--- src/rtl/ruler_solution_collector.sv ---
// Golomb-ruler solution collector: detects a completed ruler on the mark chain,
// queues it in a small FIFO and shrinks the shared search bound on each accepted ruler.
module ruler_solution_collector #(
  parameter int unsigned NUMPOSITIONS = 5,
  parameter int unsigned MAXVALUE     = 500,
  parameter int unsigned DEPTH        = 4,
  parameter bit          SHRINK       = 1'b1
) (
  input  logic                          clock,
  input  logic                          reset,
  input  logic [8:0]                    initlimit,
  input  logic [6:0]                    enabled,
  input  logic                          ready_in,
  input  logic [(NUMPOSITIONS+1)*9-1:0] marks_in,
  output logic [8:0]                    limit,
  output logic                          sol_valid,
  input  logic                          sol_ready,
  output logic [(NUMPOSITIONS+1)*9-1:0] sol_marks,
  output logic [8:0]                    sol_length,
  output logic [15:0]                   sol_count,
  output logic [7:0]                    drop_count,
  output logic                          search_done
);

  localparam int unsigned MW       = (NUMPOSITIONS + 1) * 9;
  localparam int unsigned AW       = $clog2(DEPTH);
  localparam logic [6:0]  FULLBUS  = 7'(NUMPOSITIONS + 1);
  localparam logic [8:0]  MAXV     = 9'(MAXVALUE);
  localparam logic [AW:0] FULLCNT  = (AW + 1)'(DEPTH);

  logic [8:0]    limit_q, limit_d;
  logic          hit_q, hit_d;
  logic          done_q, done_d;
  logic [AW:0]   cnt_q, cnt_d;
  logic [AW-1:0] rd_q, rd_d;
  logic [AW-1:0] wr_q, wr_d;
  logic [15:0]   solcnt_q, solcnt_d;
  logic [7:0]    drop_q, drop_d;
  logic [MW-1:0] mem_q [DEPTH];

  logic       hit, event_fire, accept, full, pop, push;
  logic [8:0] len;

  always_comb begin
    hit        = ready_in && (enabled == FULLBUS);
    event_fire = hit && !hit_q;
    len        = marks_in[9:1];
    accept     = event_fire && (len != '0) && (len <= limit_q);
    full       = (cnt_q == FULLCNT);
    pop        = (cnt_q != '0) && sol_ready;
    // A full FIFO still takes the push when the head leaves in the same cycle.
    push       = accept && (!full || pop);
  end

  always_comb begin
    limit_d  = limit_q;
    hit_d    = hit_q;
    done_d   = done_q;
    cnt_d    = cnt_q;
    rd_d     = rd_q;
    wr_d     = wr_q;
    solcnt_d = solcnt_q;
    drop_d   = drop_q;

    if (ready_in) begin
      hit_d = hit;
    end
    if (ready_in && (enabled == '0)) begin
      done_d = 1'b1;
    end
    if (accept) begin
      solcnt_d = (solcnt_q == '1) ? solcnt_q : solcnt_q + 16'd1;
      if (SHRINK) begin
        limit_d = len - 9'd1;
      end
      if (!push) begin
        drop_d = (drop_q == '1) ? drop_q : drop_q + 8'd1;
      end
    end
    if (pop) begin
      rd_d = rd_q + AW'(1);
    end
    if (push) begin
      wr_d = wr_q + AW'(1);
    end
    case ({push, pop})
      2'b10:   cnt_d = cnt_q + (AW + 1)'(1);
      2'b01:   cnt_d = cnt_q - (AW + 1)'(1);
      default: cnt_d = cnt_q;
    endcase
  end

  always_ff @(posedge clock) begin
    if (reset) begin
      limit_q  <= (initlimit > MAXV) ? MAXV : initlimit;
      hit_q    <= 1'b0;
      done_q   <= 1'b0;
      cnt_q    <= '0;
      rd_q     <= '0;
      wr_q     <= '0;
      solcnt_q <= '0;
      drop_q   <= '0;
      for (int unsigned i = 0; i < DEPTH; i++) begin
        mem_q[i] <= '0;
      end
    end else begin
      limit_q  <= limit_d;
      hit_q    <= hit_d;
      done_q   <= done_d;
      cnt_q    <= cnt_d;
      rd_q     <= rd_d;
      wr_q     <= wr_d;
      solcnt_q <= solcnt_d;
      drop_q   <= drop_d;
      if (push) begin
        mem_q[wr_q] <= marks_in;
      end
    end
  end

  assign limit       = limit_q;
  assign sol_valid   = (cnt_q != '0);
  assign sol_marks   = mem_q[rd_q];
  assign sol_length  = mem_q[rd_q][9:1];
  assign sol_count   = solcnt_q;
  assign drop_count  = drop_q;
  assign search_done = done_q;

endmodule

--- config.mk ---
export PLATFORM = sky130hd
export DESIGN_NAME = ruler_solution_collector
export DESIGN_NICKNAME = d
export VERILOG_FILES = /design/src/rtl/ruler_solution_collector.sv
export SDC_FILE = /design/constraint.sdc
export NUM_CORES = 1
export LEC_CHECK = 0
export ABC_AREA = 0
export ABC_CLOCK_PERIOD_IN_PS = 7000
export BUFFER_PORTS_ARGS = -buffer_cell sky130_fd_sc_hd__clkbuf_2
export CAP_MARGIN = 5
export CORE_ASPECT_RATIO = 0.75
export CORE_MARGIN = 5
export CORE_UTILIZATION = 40
export DETAILED_ROUTE_END_ITERATION = 6
export PLACE_DENSITY = 0.69
export SLEW_MARGIN = 0
export SYNTH_ARGS = -nofsm -noshare
export SYNTH_HDL_FRONTEND = slang
export SYNTH_SLANG_ARGS = --single-unit
--- constraint.sdc ---
create_clock -name clock -period 7 [get_ports clock]
set_clock_uncertainty 0.05 [all_clocks]
set_input_delay 0.7 -clock clock [delete_from_list [all_inputs] [get_ports clock]]
set_output_delay 0.7 -clock clock [all_outputs]
set_load 0.03 [all_outputs]
==> results of run 1 <==
## final timing paths
check / startpoint / end / slack, ps / depth (start not counted)
setup reg to reg: limit[2]$_DFFE_PP_ / mem_q[0][40]$_SDFFCE_PN0P_ / 2930 / 9
hold / removal: search_done$_SDFFE_PP0P_ / search_done$_SDFFE_PP0P_ / 420 / 2
hold reg to reg: search_done$_SDFFE_PP0P_ / search_done$_SDFFE_PP0P_ / 420 / 2
setup / recovery: limit[2]$_DFFE_PP_ / mem_q[0][40]$_SDFFCE_PN0P_ / 2930 / 9
## cell usage after synthesis (2+ instances only)
cell type  instances
or3_1              6
nor3_1            14
inv_1             21
or4_1             10
buf_4              9
nand2_1           26
o41ai_1            4
or2_2              5
a21oi_1           20
nor2_1            24
o21ai_0           17
edfxtp_1         225
clkbuf_1          42
buf_2              2
and3_1             7
nand3_1           14
o311ai_0           5
ha_1              13
xnor2_1            5
nand4_1            9
and2_1           216
nor2b_1            3
mux2i_1            3
buf_1              2
nor4_4             2
dfxtp_1           35
mux4_2            54
mux2_2             3
o31ai_1            8
xor2_1             9
## power by group through the flow
stage               combinational [mW]  clock, mW  sequential [mW]
CTS                              0.305       1.41             1.75
global placement                 0.300          0             1.78
detailed placement               0.304          0             1.79
global route                     0.323       1.48             1.76
floorplan                        0.192          0             1.79
finish                           0.298       1.38             1.75
## kinds of logic after synthesis
group           count (synthesis)  synth area share (%)
mux                            60                 10.77
flops                         260                 62.74
simple gates                  346                 17.56
xor+xnor                       14                 1.032
compound gates                 65                 3.653
fa+ha+maj                      14                 1.537
buf+inv                        76                 2.706
## state kept, by name (all words and copies together), names as in the netlist, named ones only
signal       count
sol_count       16
limit            9
mem_q          216
drop_count       8
hit_q            1
cnt_q            3
rd_q             2
search_done      1
wr_q             2
## worst min-delay path, cell delays in order, from the launching register on
cell and delay (ps):
dfxtp_1 330, a31oi_1 40, nor2_1 70
## final cells by class
type                    instances  area [µm²]  share of cell area, %
multi-input cells             499        4148                  29.74
clock inverters                15       165.2                  1.184
well taps                     392       490.5                  3.517
flip-flops and latches        260        7462                  53.50
repair buffers                179       915.9                  6.567
inverters                      21       78.83                 0.5652
clock buffers                  33       686.9                  4.925
## layer usage
layer  GRT usage, %  vias up
li1               -     3386
met1          23.00     3574
met2          25.46      221
met3          3.230       34
met4          2.401        6
met5              0        -
## per-stage QoR
stage	worst slack (ps)	util [%]	area, µm²
global placement	2545	44.86	13100
finish	2930	47.78	13950
detailed placement	2373	44.86	13100
floorplan	602.6	-	11890
CTS	2866	47.78	13950
global route	2578	47.78	13950
==> impl_metrics.csv, run 1 <==
group,metric,value,unit
run_status,status,"complete, no violations",
clock_network,postCtsSetupRepairBufs,0,
clock_network,htree_levels,1,
setup_path,cp_max_fo,55,
synth,netlist_area,11890,µm²
setup_path,slowest_stage,"or2_4",
synth,ys_warn_count,0,
floorplanning,io_pins,172,
clock_network,cts_tree,"built",
floorplanning,die_area,33300,µm²
timing,period_share,58.14,%
synth,netlist.area_leader.share,56.85,%
placement,dpl.hpwl,16340,µm
flow_run,maxCapViolCount,0,
synth,ys_ff_latch,260,
clock_network,cts.repair.resized,0,
drt,wl_per_cell,19.18,µm
synth,synthArstFlopShare,0,%
setup_path,cp_num_buf_inv,2,
final_layout,n_antenna_cell,0,
timing,period_minus_slack,4070,ps
floorplanning,core,29190,µm²
power,switching_share,22.93,%
timing,tns,0,ps
synth,syn_inst,835,
min_path,holdCritPathClass,"register to register",
floorplanning,fp-row-count,54,
setup_path,critPathCaptureType,"register",
synth,yosys.area.top_type,"edfxtp_1",
power,p_sw,0.7859,mW
floorplanning,dieWidth,209.0,µm
timing,setup_violations,0,
synth,syn-num-nets,923,
final_layout,layout-drive-gt1-share,29.20,%
power,power_density,245.7,nW/µm²
clock_network,clkLatencyLatePin,520,ps
clock_network,cts_buffer_depth,3,
setup_path,slowest_delay,820,ps
final_layout,layout_commonest_cell,"edfxtp_1",
synth,synth_flop_cell,"edfxtp_1",
grt,grt_max_degree,61,
drt,wl_met3,1691,µm
power,pwr-share-seq,51.1,%
setup_path,critPathTopFamily,"simple AND/OR/NAND/NOR gates",
synth,synth_area_leaders,"edfxtp_1 57%, and2_1 11%, mux4_2 10%",
placement,finalWeightedCongestion,0.7848,
setup_path,crit_chain,"inv_1 -> ha_1 -> and3_1 -> nor3_1 -> a2111oi_4 -> nand2_2 -> nor4_4 -> buf_4 -> or2_4",
power,p_comb_share,8.7,%
power,clkPwrFrac,40.2,%
clock_network,cts-root-buf,"clkbuf_16",
setup_path,cp-start-kind,"register",
clock_network,clk_pin_slew_worst_paths,60,ps
power,p_leak,5.249,nW
timing,finalHoldViolCount,0,
synth,ys_seq_area_share,62.74,%
timing,slew_viol_final,0,
power,internal_power,2.641,mW
final_layout,fin_nets,1075,
placement,place_inst,1351,
grt,antenna_found_initial,3,
drt,maxUsedRoutingLayer,"met5",
floorplanning,start_util,40.72,%
clock_network,ctsHoldBuffers,0,
drt,met2_wirelength,12570,µm
placement,io_buffers,171,
timing,max_slew_margin,23.43,%
clock_network,cts_made_buffers,26,
grt,grt-ovfl-total,0,
final_layout,final_cell_mix,"225 x edfxtp_1, 216 x and2_1, 171 x clkbuf_2, 54 x mux4_2, 33 x dfxtp_1",
drt,avgViaCountPerCell,5.162,
drt,drt_pass1_iterations,5,
final_layout,fin_cells,1399,
final_layout,areaGrowthSynthToFinish,17.35,%
setup_path,cp.required,7100,ps
drt,drtIter0Drc,382,
setup_path,crit_type,"register to register",
grt,first_global_vias,7481,
synth,synth_area_per_cell,14.23,µm²
drt,drc,0,
synth,synth_edf_count,225,
setup_path,arrival,4170,ps
timing,hold_ws,419.2,ps
final_layout,nFillCells,2604,
drt,ant_nets,0,
grt,grt_pass1_wl,42410,µm
grt,grt_usage,15.85,%
clock_network,cts.sink_count,260,
floorplanning,die_y,159.3,µm
timing,tightest_slew,1140,ps
timing,max_freq,0.2457,GHz
drt,m1WireLength,12130,µm
drt,wl,26840,µm
timing,rsz0062_at_grt,"false",
synth,yosysUniqueCellTypes,52,
power,peakVddDrop,157.1,µV
drt,vias,7221,
power,power,3.427,mW
No activity file was read; power rests on OpenSTA's default activity.
==> run 2: changes to the inputs <==
ABC_CLOCK_PERIOD_IN_PS = 4100   (was 7000)
clock period = 4.1 ns   (was 7 ns; I/O delays follow)
==> run 2 against run 1 <==
- global-route usage up 0.31 points
- final cell count increased by 0.64%
- sequential share of layout area shrank 0.41 points
- critical path depth fell by 1
- power increased by 71%
- highest routed layer unchanged
- worst hold slack worse by 310 ps
==> impl_metrics.csv, run 2 (same netlist as run 1, synthesis figures left out) <==
group,metric,value,unit
drt,wl_per_cell,19.20,µm
timing,period_share,77.62,%
final_layout,layout-drive-gt1-share,29.66,%
floorplanning,die_y,159.3,µm
power,peakVddDrop,288.2,µV
clock_network,cts_buffer_depth,3,
setup_path,cp_num_buf_inv,2,
final_layout,final_util,48.15,%
setup_path,slowest_stage,"o21ai_4",
placement,io_buffers,171,
final_layout,fin_cells,1408,
final_layout,fin_area,14050,µm²
placement,dpl.hpwl,17390,µm
drt,drt_pass1_iterations,5,
final_layout,layout_commonest_cell,"edfxtp_1",
setup_path,critPathCaptureType,"register",
setup_path,cp.required,4280,ps
clock_network,htree_levels,1,
timing,max_freq,0.3142,GHz
final_layout,fin_nets,1086,
final_layout,multiInputGateArea,4148,µm²
clock_network,cts_tree,"built",
flow_run,maxCapViolCount,0,
setup_path,cp_max_fo,25,
setup_path,slowest_delay,580,ps
run_status,status,"complete, no violations",
timing,period_minus_slack,3182,ps
clock_network,cts.sink_count,260,
floorplanning,die_area,33300,µm²
grt,grt-ovfl-total,0,
drt,vias,7280,
clock_network,cts_made_buffers,27,
timing,finalHoldViolCount,0,
setup_path,crit_type,"register to register",
timing,tns,0,ps
timing,max_slew_margin,26.93,%
setup_path,arrival,3360,ps
grt,grt_pass1_wl,43390,µm
clock_network,cts-root-buf,"clkbuf_16",
final_layout,areaGrowthSynthToFinish,18.24,%
clock_network,ctsHoldBuffers,0,
clock_network,clkLatencyLatePin,540,ps
drt,drc,0,
floorplanning,io_pins,172,
final_layout,regArea,7462,µm²
drt,drtIter0Drc,363,
final_layout,largest_reg_flops,216,
floorplanning,start_util,40.72,%
grt,grt_usage,16.17,%
floorplanning,dieWidth,209.0,µm
setup_path,critPathTopFamily,"compound AO/OA/AOI/OAI gates",
setup_path,crit_chain,"inv_1 -> ha_1 -> and3_1 -> nor3_1 -> a2111oi_4 -> nand4_1 -> o21ai_4 -> buf_12",
power,power,5.853,mW
timing,setup_violations,0,
drt,wl,27030,µm
floorplanning,core,29190,µm²
placement,place_inst,1361,
final_layout,nFillCells,2610,
min_path,holdCritPathClass,"primary input to register",
final_layout,final_cell_mix,"225 x edfxtp_1, 216 x and2_1, 171 x clkbuf_2, 54 x mux4_2, 33 x dfxtp_1",
timing,tightest_slew,1096,ps
clock_network,postCtsSetupRepairBufs,0,
drt,ant_nets,0,
power,p_leak,5.303,nW
setup_path,cp-start-kind,"register",
grt,grt_max_degree,60,
timing,rsz0062_at_grt,"false",
clock_network,cts.repair.resized,0,
clock_network,clk_pin_slew_worst_paths,60,ps
timing,slew_viol_final,0,
grt,antenna_found_initial,2,
drt,avgViaCountPerCell,5.170,
power,power_density,416.5,nW/µm²
floorplanning,fp-row-count,54,
placement,dpl-instance-area,13220,µm²
final_layout,top_register,"mem_q",
placement,finalWeightedCongestion,0.7694,
grt,first_global_vias,7583,
==> run 2: cell count changes in the layout (fill, tap and decap cells not counted), sizes merged <==
cell      before  now
clkbuf       204  203
clkinvlp       1    2
bufinv         3    2
inv           21   23
diode          0    1
buf            8   18
clkinv        11    8
==> run 2: final cells by class <==
type,instances,share of cell area (%)
sequential,260,53.10
multi-input combinational,499,29.51
timing repair buffer,189,7.407
clock buffer,32,4.941
tap,392,3.490
clock inverter,14,0.9704
inverter,21,0.5609
antenna,1,0.01781
==> run 2: per-stage QoR <==
stage | setup WS (ps) | hold slack, ps
5_1_grt | 698.2 | 124.2
6_report | 917.7 | 111.7
3_5_place_dp | 700.4 | 413.7
4_1_cts | 921.0 | 90.84
2_1_floorplan | -728.3 | 434.7
3_3_place_gp | 782.9 | 408.4
==> run 2: final timing paths <==
path                                          startpoint  depth (start not counted)  slack [ps]                         end
worst max-delay path                  limit[2]$_DFFE_PP_                          8         920  mem_q[1][15]$_SDFFCE_PN0P_
worst min register to register  search_done$_SDFFE_PP0P_                          2         430    search_done$_SDFFE_PP0P_
worst min-delay path                            ready_in                          3         110          hit_q$_SDFFE_PP0P_
worst max register to register        limit[2]$_DFFE_PP_                          8         920  mem_q[1][15]$_SDFFCE_PN0P_
==> run 2: per-layer routing <==
layer	share of wire, %	vias up	GRT usage [%]
met5	0.041	-	0
met4	1.5	2	2.461
met3	6.9	28	3.841
met2	46	225	25.11
met1	45	3617	23.86
li1	-	3408	-
==> run 2: where the power goes <==
group	leakage (nW)	switching (mW)	total, mW	internal [mW]
Clock	0.403	1.01	2.34	1.34
Sequential	2.58	0.0480	3.00	2.96
Combinational	2.32	0.324	0.506	0.182
Total	5.30	1.38	5.85	4.47
==> run 2: worst min-delay path: stages <==
cell	delay [ps]
clkbuf_2	90
nand2b_1	100
a21oi_1	60
==> run 3: changes to the inputs <==
ABC_AREA = 1   (was 0)
ABC_CLOCK_PERIOD_IN_PS = 2900   (was 4100)
PLACE_DENSITY = 0.71   (was 0.69)
clock period = 2.9 ns   (was 4.1 ns; I/O delays follow)
==> run 3 against run 2 <==
- the flow now finishes with violations (DRC)
- worst setup slack got worse by 690 ps
- critical path depth fell by 3
- core utilization fell by 0.94 points
- clock power rose by 34%
- register-to-register slack got worse by 660 ps
- non-clock buffer count rose by 11
- combinational power rose to 6.0 times the previous value
- clock-buffer cell count rose by 2
==> impl_metrics.csv, run 3 <==
group,metric,value,unit
final_layout,n_antenna_cell,0,
synth,synthAdderAreaFrac,1.505,%
drt,vias,9351,
flow_run,maxCapViolCount,0,
grt,antenna_found_initial,0,
setup_path,cp-start-kind,"register",
setup_path,crit_type,"register to primary output",
final_layout,multiInputGateArea,3861,µm²
floorplanning,start_util,40.35,%
timing,finalHoldViolCount,0,
synth,synthSimpleGateAreaFrac,19.01,%
floorplanning,dieWidth,211.1,µm
synth,ys_seq_area_share,61.45,%
floorplanning,io_pins,172,
run_status,status,"finished with violations",
timing,tightest_slew,915.7,ps
placement,pre_cts_ws,194.5,ps
grt,grt_pass1_wl,50690,µm
drt,wl,31740,µm
final_layout,fin_area,14200,µm²
grt,first_global_vias,9280,
power,power,10.44,mW
final_layout,final_cell_mix,"264 x nor2_1, 225 x edfxtp_1, 171 x clkbuf_2, 122 x o21ai_0, 95 x nor3_1",
power,power_density,735.1,nW/µm²
synth,syn-num-nets,1305,
grt,grt_usage,18.30,%
timing,rsz0062_at_grt,"false",
synth,synth_compound_area_share,9.609,%
placement,io_buffers,171,
final_layout,fin_nets,1448,
timing,period_share,92.12,%
synth,synthArstFlopShare,0,%
drt,ant_nets,0,
min_path,holdCritPathClass,"primary input to register",
synth,ys_warn_count,0,
placement,dpl.hpwl,20050,µm
drt,drt_pass1_iterations,7,
synth,ys_ff_latch,260,
synth,synth_area_per_cell,9.972,µm²
synth,synth_flop_cell,"edfxtp_1",
grt,grt_max_degree,164,
synth,muxShareOfSynthArea,0,%
synth,yosys.area.top_type,"edfxtp_1",
setup_path,cp.required,2560,ps
power,p_leak,5.602,nW
synth,synth_edf_count,225,
drt,wl_per_cell,17.87,µm
clock_network,cts_tree,"built",
floorplanning,die_area,33960,µm²
setup_path,cp_max_fo,23,
run_status,violations,"DRC",
synth,syn_inst,1217,
clock_network,clkLatencyLatePin,520,ps
clock_network,cts.sink_count,260,
synth,netlist.area_leader.share,55.68,%
grt,grt-ovfl-total,0,
timing,slew_viol_final,0,
timing,tns,0,ps
synth,yosysMostFrequentCell,"nor2_1",
synth,synth_area_leaders,"edfxtp_1 56%, nor2_1 8.2%, dfxtp_1 5.8%",
clock_network,cts-root-buf,"clkbuf_16",
final_layout,fin_cells,1776,
timing,max_slew_margin,38.95,%
timing,period_minus_slack,2671,ps
synth,synth_top_family_by_area,"simple AND/OR/NAND/NOR gates",
final_layout,largest_reg_flops,216,
final_layout,top_register,"mem_q",
final_layout,final_util,47.21,%
timing,layout_setup_ws,228.6,ps
floorplanning,die_y,160.8,µm
floorplanning,core,30070,µm²
clock_network,cts.repair.resized,0,
drt,drtIter0Drc,812,
timing,setup_violations,0,
clock_network,clk_pin_slew_worst_paths,60,ps
final_layout,layout_commonest_cell,"nor2_1",
placement,finalWeightedCongestion,0.9061,
final_layout,regArea,7462,µm²
final_layout,nFillCells,2781,
placement,dpl-instance-area,13410,µm²
clock_network,cts_buffer_depth,3,
power,peakVddDrop,565.7,µV
floorplanning,fp-row-count,55,
synth,yosysUniqueCellTypes,32,
synth,netlist_top_cells_count,"264 x nor2_1, 225 x edfxtp_1, 124 x o21ai_0",
final_layout,layout-drive-gt1-share,20.19,%
synth,synthXorXnorAreaFrac,1.299,%
synth,netlist_area,12140,µm²
timing,max_freq,0.3743,GHz
timing,hold_ws,24.54,ps
final_layout,areaGrowthSynthToFinish,16.99,%
clock_network,cts_made_buffers,26,
drt,avgViaCountPerCell,5.265,
placement,place_inst,1730,
setup_path,arrival,2330,ps
clock_network,htree_levels,1,
drt,drc,2,
setup_path,critPathCaptureType,"primary output",
## run 3: changes by cell type after synthesis, sizes merged, moves of 54 or more
cell and change:
o22ai +54, nor2 +243, mux4 -54, nor3 +100, o21ai +107, and2 -215
inv +81, nand2 +62
## run 3: layout make-up
cell class                      count  share of cell area [%]
Clock buffer                       34                   4.944
Clock inverter                     11                  0.5464
Inverter                          103                   2.776
Multi-Input combinational cell    769                   27.20
Sequential cell                   260                   52.56
Tap cell                          399                   3.516
Timing Repair Buffer              200                   8.460
## run 3: kinds of logic after synthesis
group,count (synthesis)
XOR/XNOR,18
adder cells (fa/ha/maj),14
AO/OA/AOI/OAI,217
flip-flops,260
buffers and inverters,188
AND/OR/NAND/NOR,520
## run 3: worst max-delay path, stage by stage, from the launching register on
cell	delay, ps
dfxtp_2	430
inv_2	410
buf_4	270
o21ai_0	100
o22ai_1	310
clkbuf_2	280
## run 3: timing repair
| item | CTS | global route |
|---|---|---|
| endpoints found under the setup margin | 0 | 0 |
| endpoints found under the hold margin | 1 | 0 |
| hold buffers | 1 | 0 |
| buffers inserted | 0 | 0 |
## run 3: power by group
group	total [mW]	internal [mW]	switching, mW
registers	4.27	4.20	0.0683
logic	3.02	0.774	2.25
clock network	3.14	1.78	1.36
total	10.4	6.76	3.68
## run 3: final timing paths
path / from / endpoint / slack [ps] / cells after the start
max: register / sol_length[4] / 230 / 5
min: initlimit[6] / limit[6]$_DFFE_PP_ / 20 / 3
max reg2reg: limit[6]$_DFFE_PP_ / mem_q[2][44]$_SDFFCE_PN0P_ / 260 / 14
min reg2reg: rd_q[1]$_SDFFE_PP0P_ / register / 410 / 2
## run 3: metal layers
| metal | vias to the layer above | track usage, % | wire length (µm) | part of all wire, % |
|---|---|---|---|---|
| met5 | - | 0 | 0 | 0 |
| met4 | 0 | 4.330 | 762 | 2.4 |
| met3 | 43 | 2.753 | 2013 | 6.3 |
| met2 | 321 | 28.78 | 14470 | 46 |
| met1 | 4500 | 26.87 | 14490 | 46 |
| li1 | 4487 | - | - | - |
